**src/rtl/sync_short_gen_if.sv**
```systemverilog
// Sample stream from the L-STF generator toward the DAC FIFO / interpolator.
// {I[31:16], Q[15:0]} two's complement samples with a valid/ready handshake.
interface sync_short_gen_if;
    logic [31:0] sample_out;
    logic        sample_out_strobe;
    logic        sample_out_ready;
    logic        sample_out_last;

    modport master (output sample_out, sample_out_strobe, sample_out_last,
                    input  sample_out_ready);
    modport slave  (input  sample_out, sample_out_strobe, sample_out_last,
                    output sample_out_ready);
endinterface

```
**src/rtl/sync_short_gen.sv**
```systemverilog
// TX L-STF generator: streams a 16-sample short symbol R times per start pulse.
// STF_WINDOW_EN: halve the first sample and append a halved ROM[0] tail sample.
module sync_short_gen #(
    parameter int ROM_SCALE_SHIFT = 13,
    parameter int DEFAULT_REP     = 10
) (
    input  logic       clk,
    input  logic       rstn,
    input  logic       enable,
    input  logic       start,
    input  logic [3:0] num_rep,
    output logic       busy,
    output logic       done,
    sync_short_gen_if.master tx
);
`ifdef STF_WINDOW_EN
    localparam bit WIN = 1'b1;
`else
    localparam bit WIN = 1'b0;
`endif

    // ROM contents below are the 2^13-scaled table; other scalings need a new ROM.
    if (ROM_SCALE_SHIFT != 13) begin : g_bad_scale
        $error("sync_short_gen ROM is fixed at 2^13 scaling");
    end

    localparam logic [3:0]  DEF_R = 4'(DEFAULT_REP);
    localparam logic [31:0] HALF  = {16'sd188, 16'sd188};

    typedef enum logic [1:0] {S_IDLE, S_RUN, S_TAIL} state_t;

    function automatic logic [31:0] rom(input logic [3:0] a);
        case (a)
            4'd0:    rom = {16'sd377,   16'sd377};
            4'd1:    rom = {-16'sd1081, 16'sd16};
            4'd2:    rom = {-16'sd106,  -16'sd647};
            4'd3:    rom = {16'sd1171,  -16'sd106};
            4'd4:    rom = {16'sd754,   16'sd0};
            4'd5:    rom = {16'sd1171,  -16'sd106};
            4'd6:    rom = {-16'sd106,  -16'sd647};
            4'd7:    rom = {-16'sd1081, 16'sd16};
            4'd8:    rom = {16'sd377,   16'sd377};
            4'd9:    rom = {16'sd16,    -16'sd1081};
            4'd10:   rom = {-16'sd647,  -16'sd106};
            4'd11:   rom = {-16'sd106,  16'sd1171};
            4'd12:   rom = {16'sd0,     16'sd754};
            4'd13:   rom = {-16'sd106,  16'sd1171};
            4'd14:   rom = {-16'sd647,  -16'sd106};
            default: rom = {16'sd16,    -16'sd1081};
        endcase
    endfunction

    state_t      state_q, state_d;
    logic [3:0]  idx_q, idx_d, rep_q, rep_d, rtot_q, rtot_d;
    logic [31:0] smp_q, smp_d;
    logic        stb_q, stb_d, last_q, last_d, busy_q, busy_d, done_q, done_d;
    logic        xfer, fin;

    assign xfer = stb_q & tx.sample_out_ready & enable;
    assign fin  = (idx_q == 4'd15) && (rep_q == rtot_q - 4'd1);

    always_ff @(posedge clk or negedge rstn) begin
        if (!rstn)       state_q <= S_IDLE;
        else if (enable) state_q <= state_d;
    end

    always_comb begin
        state_d = state_q;
        case (state_q)
            S_IDLE:  if (start) state_d = S_RUN;
            S_RUN:   if (xfer && fin) state_d = WIN ? S_TAIL : S_IDLE;
            S_TAIL:  if (xfer) state_d = S_IDLE;
            default: state_d = S_IDLE;
        endcase
    end

    // Next values for the registered outputs; everything holds unless a transfer happens.
    always_comb begin
        idx_d  = idx_q;
        rep_d  = rep_q;
        rtot_d = rtot_q;
        smp_d  = smp_q;
        stb_d  = stb_q;
        last_d = last_q;
        busy_d = busy_q;
        done_d = 1'b0;
        case (state_q)
            S_IDLE: if (start) begin
                rtot_d = (num_rep == 4'd0) ? DEF_R : num_rep;
                idx_d  = 4'd0;
                rep_d  = 4'd0;
                smp_d  = WIN ? HALF : rom(4'd0);
                stb_d  = 1'b1;
                busy_d = 1'b1;
                last_d = 1'b0;
            end
            S_RUN: if (xfer) begin
                if (fin && WIN) begin
                    smp_d  = HALF;
                    last_d = 1'b1;
                end else if (fin) begin
                    smp_d  = '0;
                    stb_d  = 1'b0;
                    busy_d = 1'b0;
                    last_d = 1'b0;
                    done_d = 1'b1;
                end else begin
                    idx_d  = idx_q + 4'd1;
                    rep_d  = rep_q + {3'b000, idx_q == 4'd15};
                    smp_d  = rom(idx_d);
                    last_d = !WIN && (idx_d == 4'd15) && (rep_d == rtot_q - 4'd1);
                end
            end
            S_TAIL: if (xfer) begin
                smp_d  = '0;
                stb_d  = 1'b0;
                busy_d = 1'b0;
                last_d = 1'b0;
                done_d = 1'b1;
            end
            default: ;
        endcase
    end

    always_ff @(posedge clk or negedge rstn) begin
        if (!rstn) begin
            idx_q  <= '0;
            rep_q  <= '0;
            rtot_q <= '0;
            smp_q  <= '0;
            stb_q  <= 1'b0;
            last_q <= 1'b0;
            busy_q <= 1'b0;
            done_q <= 1'b0;
        end else if (enable) begin
            idx_q  <= idx_d;
            rep_q  <= rep_d;
            rtot_q <= rtot_d;
            smp_q  <= smp_d;
            stb_q  <= stb_d;
            last_q <= last_d;
            busy_q <= busy_d;
            done_q <= done_d;
        end
    end

    assign tx.sample_out        = smp_q;
    assign tx.sample_out_strobe = stb_q;
    assign tx.sample_out_last   = last_q;
    assign busy                 = busy_q;
    assign done                 = done_q;
endmodule

```
**src/flat_wrapper.sv**
```systemverilog
// flat-port wrapper written by rule: the top's interface ports become plain ports
module sync_short_gen_flat 
#(
    parameter int ROM_SCALE_SHIFT = 13,
    parameter int DEFAULT_REP     = 10
)
  (clk, rstn, enable, start, num_rep, busy, done, tx_sample_out, tx_sample_out_strobe, tx_sample_out_last, tx_sample_out_ready);
  sync_short_gen_if tx_i ();
  input  logic clk;
  input  logic rstn;
  input  logic enable;
  input  logic start;
  input  logic [3:0] num_rep;
  output logic busy;
  output logic done;
  output wire logic [$bits(tx_i.sample_out)-1:0] tx_sample_out;
  output wire logic [$bits(tx_i.sample_out_strobe)-1:0] tx_sample_out_strobe;
  output wire logic [$bits(tx_i.sample_out_last)-1:0] tx_sample_out_last;
  input wire logic [$bits(tx_i.sample_out_ready)-1:0] tx_sample_out_ready;
  assign tx_sample_out = tx_i.sample_out;
  assign tx_sample_out_strobe = tx_i.sample_out_strobe;
  assign tx_sample_out_last = tx_i.sample_out_last;
  assign tx_i.sample_out_ready = tx_sample_out_ready;
  sync_short_gen #(.ROM_SCALE_SHIFT(ROM_SCALE_SHIFT), .DEFAULT_REP(DEFAULT_REP)) u_core (.clk(clk), .rstn(rstn), .enable(enable), .start(start), .num_rep(num_rep), .busy(busy), .done(done), .tx(tx_i));
endmodule
```
**config.mk**
```make
export PLATFORM = sky130hd
export DESIGN_NAME = sync_short_gen_flat
export DESIGN_NICKNAME = d
export VERILOG_FILES = /design/src/rtl/sync_short_gen_if.sv /design/src/rtl/sync_short_gen.sv /design/src/flat_wrapper.sv
export SDC_FILE = /design/constraint.sdc
export NUM_CORES = 1
export LEC_CHECK = 0
export CAP_MARGIN = 25
export CORE_MARGIN = 2
export CORE_UTILIZATION = 47
export CTS_BUF_LIST = sky130_fd_sc_hd__clkbuf_16
export DETAILED_ROUTE_END_ITERATION = 12
export GPL_TIMING_DRIVEN = 1
export MAX_ROUTING_LAYER = met4
export PLACE_DENSITY = 0.83
export SLEW_MARGIN = 25
export SYNTH_ARGS = -nofsm -noshare
export SYNTH_HDL_FRONTEND = slang
export SYNTH_SLANG_ARGS = --single-unit
```
**constraint.sdc**
```tcl
create_clock -name clk -period 1.97 [get_ports clk]
set_input_delay 0.4925 -clock clk [delete_from_list [all_inputs] [get_ports clk]]
set_output_delay 0.4925 -clock clk [all_outputs]
set_load 0.02 [all_outputs]
```
Word-level counts from Yosys, hierarchy flattened
Memory sizes are Yosys's and may differ from the RTL's.
Cells that the tools add are included.
{ "word_totals": {"ff_bits": 49, "romBits": 512, "in_bits": 9, "wordCells": 68, "memories": 1} }
{ "memory_table": {"columns": ["name", "words", "width", "rd", "rd_clocked_by_memory_dff", "wr", "line_no", "rtl"], "rows": [
  ["(no name shown)", 16, 32, 1, 0, 0, "sync_short_gen.sv:33", "case (a)"]
]} }
{ "op_classes": {"n_addsub": 3, "n_eq_ne": 12, "muxes": 30, "bitwise": 2, "n_reduce_logical": 12} }
{ "op_table": {"columns": ["op", "n"], "rows": [
  ["2-to-1 mux 32 bit", 4],
  ["one-hot mux 32 bit (3 select lines)", 1],
  ["2-to-1 mux 4 bit", 6],
  ["one-hot mux 4 bit (2 select lines)", 2],
  ["2-to-1 mux 1 bit", 10],
  ["AND reduction 5 bit", 2],
  ["equality test 4 bit", 2],
  ["equality test 4 bit (second input constant)", 2],
  ["!= test 2 x 1 -> 1 bit (second input constant)", 4],
  ["2-to-1 mux 2 bit", 3],
  ["one-hot mux 1 bit (3 select lines)", 2],
  ["one-hot mux 2 bit (3 select lines)", 1],
  ["AND reduction 6 bit", 1],
  ["adder 4 x 1 -> 4 bit", 1],
  ["adder 4 x 1 -> 4 bit (second input constant)", 1],
  ["zero test 4 bit", 1],
  ["!= test 2 bit (second input constant)", 2],
  ["AND reduction 4 bit", 1],
  ["subtractor 4 x 1 -> 4 bit (second input constant)", 1],
  ["logical AND 1 bit", 3],
  ["AND reduction 3 bit", 1],
  ["nonzero test 3 bit", 1],
  ["bitwise AND 1 bit", 2],
  ["equality test 2 x 1 -> 1 bit (second input constant)", 1],
  ["other kinds (4)", 4]
]} }

Longest topological paths before layout
Gate-level depths: netlist of the first run.
{ "depth": {"depth_word": 7, "depth_mapped": 9, "depth_no_buf": 8} }

Worst setup path before layout of the first run
Ideal clock, no wire load.
{ "synth_timing": {"kind": "register to register", "start": "register u_core.idx_q[0]", "end": "register u_core.last_q (netlist: u_core.tx.sample_out_last)", "arrival_ps": 2098, "path_slack_ps": -195, "path_stages_with_launch": 10, "n_path_buf": 1, "period_less_slack_ps": 2165, "cell_sequence": "dfrtp_1 -> ha_1 -> clkbuf_8 -> and3_2 -> ha_1 -> ha_1 -> xor2_1 -> nand3_1 -> nor4_1 -> a32o_1"} }
{ "synth_via": {"elab_chain_len": 7, "elab_cells_between_ends": 10, "cone_classes": "add/sub: 2; eq/ne: 3; mux: 3; reduce/logical: 2"} }
{ "synth_lines": {"columns": ["element", "line_no", "rtl"], "rows": [
  ["start: declaration", "sync_short_gen.sv:54", "logic [3:0] idx_q, idx_d, rep_q, rep_d, rtot_q, rtot_d;"],
  ["start signal: assignment", "sync_short_gen.sv:136", "idx_q <= idx_d;"],
  ["equality test 4 bit", "sync_short_gen.sv:60, sync_short_gen.sv:109", null],
  ["adder 4 x 1 -> 4 bit", "sync_short_gen.sv:109", "rep_d = rep_q + {3'b000, idx_q == 4'd15};"],
  ["equality test 4 bit", "sync_short_gen.sv:111", "last_d = !WIN && (idx_d == 4'd15) && (rep_d == rtot_q - 4'd1);"],
  ["logical AND 1 bit", "sync_short_gen.sv:111", null],
  ["2-to-1 mux 1 bit (*)", "sync_short_gen.sv:101", "end else if (fin) begin"],
  ["2-to-1 mux 1 bit (*)", "sync_short_gen.sv:97", "S_RUN: if (xfer) begin"],
  ["one-hot mux 1 bit (3 select lines) (*)", "sync_short_gen.sv:87", "case (state_q)"],
  ["end signal: assignment", "sync_short_gen.sv:141", "last_q <= last_d;"],
  ["end: declaration", "sync_short_gen.sv:56", "logic stb_q, stb_d, last_q, last_d, busy_q, busy_d, done_q, done_d;"]
]} }
Mark *: on every way between the ends. The rest lies on a longest branch, timed or not. The select of a mux whose other input is x is not followed.
A chain may end at the register's enable or synchronous reset.

Final worst setup path of the first run
{ "layout_timing": {"start": "register u_core.idx_q[1]", "end": "register u_core.last_q (netlist: u_core.tx.sample_out_last)"} }
Same word-level chain as after synthesis.

==> results.md, run 1 <==
- Die height: 75.6 µm
- Critical path launch point type: flip-flop
- Critical Path, Cell by Cell: ha_2 -> and3_4 -> ha_4 -> ha_4 -> xor2_1 -> nand3_1 -> nor4_2 -> a32o_1
- Cts hold-fix bufs: 0
- Vias in the first global route: 1970
- DRT iter0 DRCs: between 90 and 100
- Final Hold Vio Count: 0
- Design area: roughly 3200 µm²
- Cell count after placement: 369
- Clock Pin Slew Worst Setup and Hold Paths: 60 ps
- HP Class: in -> async
- Max VDD drop: roughly 0.76 mV
- Total GRT Usage: about 22%
- Root Buffer: clkbuf_16
- Routed length on met3: between 200 and 250 µm
- CTS tree: built
- Sequential share of the synthesized area: 38.4%
- Actual slew at the worst max-slew pin: 333 ps
- IO Port Bufs: between 40 and 50
- DR top layer: met4
- Max Freq: 0.528 GHz
- Area after DPL: 2960 µm²
- Mapped Area: ~2400 µm²
- Synth warnings: 0
- Critical Path AT: 2110 ps
- Req. time, crit path: 2190 ps
- Setup CP Type: reg -> reg
- Chip width: approximately 76 µm
- Via count: 2033
- Leading cell types by total area after synthesis: dfrtp_1 38%, ha_1 5.7%, nand2_1 4.8%
- Mapped Cells: 256
- Fin nets: 326
- Count of different cell masters after synthesis: 50
- Cell class contributing the biggest share of worst-path delay: adder cells
- Worst skew pair latency: ~280 ps
- FF-to-FF End: u_core.tx.sample_out_last
- First-pass GRT wire length: 9200 µm
- WHS: ~13 ps
- # Post-CTS Setup Buffers: 0
- Final period util: between 90% and 100%
- Minimum clock period: between 1500 and 2000 ps
- Worst r2r src: u_core.idx_q[1]
- FILL cells: 434
- Ant. Diodes: 0
- Post-detail-place hpwl: 4160 µm
- Share of post-route cells with drive strength above 1: 19.5%
- RSZ-0062 raised after global routing: true
- Post-synth top area cell: dfrtp_1
- CP max stage delay: 400 ps
- Met2 wire len: 2820 µm
- FF+latch count, synth: 37
- Count leader, synth: dfrtp_1
- Async SR Flop Fraction: 100%
- Inserted Clock Buffers: 5
- Finished Layout Cells: ~380
- Leak: 1.35 nW
- Synthesized net count: 276
- Clk buf depth: 2
- Initial antenna violation count: 0
- Core Area: around 5000 µm²
- Slowest cell on crit path: dfrtp_2
- Worst slew margin: between 70% and 80%
- CP Buf/Inv Count: 0
- Vias per cell: ~5.4
- Drc violations: 0
- Routed WL: 5590 µm
- DR WL/cell: 14.8 µm
- Worst R2R Path Depth: 8
- Area share of the largest cell type after synthesis: 38.4%
- Status: finished clean
- Core Rows: 26
- Post-route ant nets: 0
- Synth-to-Final Area Change: 30.9%
- Most frequent CP cell: ha_4
- Synth top cells by count: 37 x dfrtp_1, 31 x nand2_1, 19 x o21ai_0
- Final setup vio count: 0
- First drt pass iteration count: 4
- M1 WL: 2440 µm
- EDFF count, synth: 0
- GPL Wtd Cong: about 0.94
- Number of I/O pins: 45
- GR Overflow Total: 0
- Pwr dens: 1750 nW/µm²
- Fin util: 62.9%
- Syn_area_per_cell: 9.41 µm²
- Die Area: 5710 µm²
- Max Clock Skew: roughly 6.1 ps
- H-tree lvl count: 2
- Ys flop type: dfrtp_1
- CP Capture Type: flip-flop
- Final Max Tran Viols: 0
- Sink Count: 37
- FF-to-FF setup slack: 80 ps
- Max cap viols: 0
- Initial core utilization: between 40% and 50%
- CP max FO: 4
- Largest net degree at the start of global routing: 20
registers in the layout, indices dropped and copies added, names as in the netlist:
name	count
u_core.tx.sample_out	21
u_core.idx_q	4
u_core.rep_q	4
u_core.rtot_q	4
u_core.done	1
u_core.state_q	1
u_core.tx.sample_out_last	1
u_core.tx.sample_out_strobe	1
what timing repair did:
action / CTS / global route
resized for setup: 1 / 9
pin swaps: 0 / 0
endpoints found under the setup margin: 1 / 22
layer usage:
layer  GRT usage (%)  vias up
li1                -     1001
met1            27.0      967
met2            37.3       52
met3            4.50       13
met4            8.38        0
met5               -        -
metrics by stage:
step	TNS [ps]	power [mW]	setup WS, ps
finish	0	5.51	75.7
global route	-134	5.91	-61.1
CTS	0	5.42	26.4
detailed placement	0	4.63	0.921
global placement	0	4.55	12.5
floorplan	0	3.54	25.7
worst max path at each step:
stage	startpoint	to	slack [ps]	depth (start not counted)
3_5_place_dp	start	u_core.idx_q[2]	0.9	5
5_1_grt	u_core.idx_q[0]	u_core.tx.sample_out[24]	-60	8
4_1_cts	u_core.idx_q[1]	u_core.tx.sample_out[21]	30	7
2_1_floorplan	u_core.idx_q[1]	u_core.tx.sample_out_last	30	9
6_report	u_core.idx_q[1]	u_core.tx.sample_out_last	80	8
3_3_place_gp	tx_sample_out_ready	u_core.idx_q[2]	10	6
logic make-up (layout without fill, tap and decap cells):
family          after synthesis  count (layout)  synth area share, %
compound gates               75              75                 20.8
buf+inv                      33              84                 9.40
mux                           6               6                 2.60
flops                        37              37                 38.4
xor+xnor                     18              18                 7.12
simple gates                 76              76                 15.9
fa+ha+maj                    11              11                 5.71
power by group:
part	switching, mW	total [mW]	internal (mW)
sequential	0.217	1.25	1.04
combinational	1.88	3.50	1.62
clock	0.298	0.761	0.464
layout by cell type (no fill, tap or decap), types with 3 or more instances in the layout:
master           count
a21oi_1             16
a22o_2               5
a32o_1               3
and3_1               3
and3_4               3
buf_4               26
clkbuf_16            5
clkdlybuf4s50_1     43
dfrtp_1             35
ha_1                 7
ha_4                 3
inv_1                6
mux2i_1              3
nand2_1             31
nand2b_1             3
nand3_1              8
nand3b_1             3
nor2_1               9
nor2b_1              3
nor3_1               3
o211ai_1             3
o21a_1               3
o21ai_0             18
o21ai_1              7
o22a_1               4
xnor2_1              6
xor2_1               9
area by class of cell:
cell class / count / area (µm²) / area share (%)
Clock buffer: 5 / 125 / 3.97
Clock inverter: 3 / 16.3 / 0.516
Inverter: 6 / 22.5 / 0.714
Multi-Input combinational cell: 186 / 1340 / 42.6
Sequential cell: 37 / 928 / 29.4
Tap cell: 70 / 87.6 / 2.78
Timing Repair Buffer: 70 / 631 / 20.0
Power figures use the tool's default switching activity.
==> inputs of run 2 (changes only) <==
--- a/config.mk
+++ b/config.mk
@@ -10,6 +10,7 @@
 export CORE_UTILIZATION = 47
 export CTS_BUF_LIST = sky130_fd_sc_hd__clkbuf_16
 export DETAILED_ROUTE_END_ITERATION = 12
+export GPL_ROUTABILITY_DRIVEN = 0
 export GPL_TIMING_DRIVEN = 1
 export MAX_ROUTING_LAYER = met4
 export PLACE_DENSITY = 0.83
==> run 2 against run 1 <==
Net effect:
- fmax down 3.7%
- clock skew about the same
- via count about the same
- die area unchanged
- hold slack better by 470 ps
- highest routed layer unchanged
==> results.md, run 2 (synthesis results as in run 1) <==
- CTS tree: built (unchanged)
- Vias per cell: 5.39 (about the same)
- Worst R2R Path Depth: 8 (unchanged)
- Clk buf depth: 2 (unchanged)
- Pwr dens: 1780 nW/µm² (was 1750 nW/µm²)
- DRT iter0 DRCs: 141 (was 99)
- Critical Path AT: 2190 ps (was 2110 ps)
- FILL cells: 430 (was 434)
- FF-to-FF setup slack: 2 ps (was 80 ps)
- Final worst slack: 1.98 ps (was 75.7 ps)
- Leak: 1.36 nW (was 1.35 nW)
- Max Freq: 0.508 GHz (was 0.528 GHz)
- Worst r2r src: u_core.idx_q[1] (unchanged)
- Max Clock Skew: 6.55 ps (was 6.07 ps)
- Hold path depth: 2
- Max reg flops: 21 (unchanged)
- Die height: 75.6 µm (unchanged)
- Initial antenna violation count: 0 (unchanged)
- DR WL/cell: 14.9 µm (was 14.8 µm)
- Ant. Diodes: 0 (unchanged)
- H-tree lvl count: 2 (unchanged)
- Synth-to-Final Area Change: 31.4% (was 30.9%)
- Via count: 2032 (was 2033)
- CP max FO: 4 (unchanged)
- Largest net degree at the start of global routing: 21 (was 20)
- HP Class: reg -> reg (was in -> async)
- Share of post-route cells with drive strength above 1: 18.2% (was 19.5%)
- Die Area: 5710 µm² (unchanged)
- Chip width: 75.6 µm (unchanged)
- Fin util: 63.2% (was 62.9%)
- Final Max Tran Viols: 0 (unchanged)
- Routed WL: 5610 µm (was 5590 µm)
- Design area: 3160 µm² (was 3150 µm²)
- DP Worst Slack: -36.1 ps (was 0.921 ps)
- Critical path launch point type: flip-flop (unchanged)
- Core Area: 5010 µm² (unchanged)
- Max cap viols: 0 (unchanged)
- FF-to-FF End: u_core.tx.sample_out_last (unchanged)
- Vias in the first global route: 1904 (was 1970)
- Inserted Clock Buffers: 5 (unchanged)
- Final period util: 99.9% (was 96.2%)
- Commonest non-fill, non-tap cell in the layout: clkdlybuf4s50_1 (unchanged)
- GR Overflow Total: 0 (unchanged)
- Actual slew at the worst max-slew pin: 318 ps (was 333 ps)
- Area after DPL: 2940 µm² (was 2960 µm²)
- Hold_sp: u_core.tx.sample_out[22]
- Sink of the worst hold path: u_core.tx.sample_out[22]
- First-pass GRT wire length: 8960 µm (was 9200 µm)
- Post-detail-place hpwl: 4060 µm (was 4160 µm)
- Drc violations: 0 (unchanged)
- Status: finished clean (unchanged)
- Setup CP Type: reg -> reg (unchanged)
- Worst slew margin: 78.2% (was 77.6%)
- Req. time, crit path: 2190 ps (about the same)
- Number of I/O pins: 45 (unchanged)
- WHS: 481 ps (was 13.4 ps)
- First drt pass iteration count: 4 (unchanged)
- RSZ-0062 raised after global routing: true (unchanged)
- Root Buffer: clkbuf_16 (unchanged)
- Clock Pin Slew Worst Setup and Hold Paths: 60 ps (about the same)
- Total GRT Usage: 21.6% (was 22.5%)
- Final Hold Vio Count: 0 (unchanged)
- Sink Count: 37 (unchanged)
- Initial core utilization: 48.1% (unchanged)
- IO Port Bufs: 44 (unchanged)
- Post-route ant nets: 0 (unchanged)
- Core Rows: 26 (unchanged)
- CP Capture Type: flip-flop (unchanged)
- Worst skew pair latency: 280 ps (about the same)
- Commonest cells after routing, fill and taps aside: 43 x clkdlybuf4s50_1, 35 x dfrtp_1, 31 x nand2_1 (unchanged)
- Final setup vio count: 0 (unchanged)
- Max VDD drop: 0.914 mV (was 0.759 mV)
- Fin nets: 326 (unchanged)
- Minimum clock period: 1970 ps (was 1890 ps)
- Setup TNS: 0 ps (unchanged)
## run 2: metal layers
metal / GRT usage, % / wire length, µm / vias to the layer above
met5: - / 0 / -
met2: 36.0 / 2880 / 72
met4: 7.21 / 68 / 0
li1: - / - / 999
met1: 26.1 / 2300 / 953
met3: 4.50 / 361 / 8
## run 2: area by class of cell
type	instances	area, µm²	area share [%]
Tap cell	70	87.6	2.77
Clock inverter	3	41.3	1.30
Clock buffer	5	125	3.95
Inverter	6	22.5	0.712
Multi-Input combinational cell	186	1320	41.6
Timing Repair Buffer	70	644	20.4
Sequential cell	37	928	29.3
## run 2: worst max-delay path by stage
stage,from,end,slack [ps]
after floorplan,u_core.idx_q[1],u_core.tx.sample_out_last,30
after global placement,tx_sample_out_ready,u_core.idx_q[2],30
after detailed placement,start,u_core.idx_q[3],-40
after CTS,u_core.rtot_q[1],u_core.tx.sample_out[3],50
after global routing,u_core.rtot_q[1],u_core.idx_q[2],-70
final,u_core.idx_q[1],u_core.tx.sample_out_last,2
## run 2: through the flow
step	total power [mW]	std cells
3_3_place_gp	4.51	367
4_1_cts	5.53	376
3_5_place_dp	4.60	367
2_1_floorplan	3.54	256
6_report	5.64	377
5_1_grt	6.05	377
## run 2: critical path, cell delays in order (launching register included)
cell and delay (ps):
dfrtp_2 400, ha_2 230, and3_4 180, ha_4 170
ha_4 270, xor2_1 150, nand3_1 100, nor4_1 200
a32o_1 200
## run 2: repair_timing
item | CTS | global route
hold buffers | 1 | 0
pin swaps | 0 | 1
endpoints found under the setup margin | 2 | 17
setup buffers | 0 | 1
resized for setup | 1 | 10
endpoints found under the hold margin | 2 | 0
## run 2: report_power, final
group	total, mW	internal, mW	switching (mW)
Combinational	3.50	1.61	1.89
Clock	0.901	0.592	0.309
Sequential	1.24	1.04	0.201
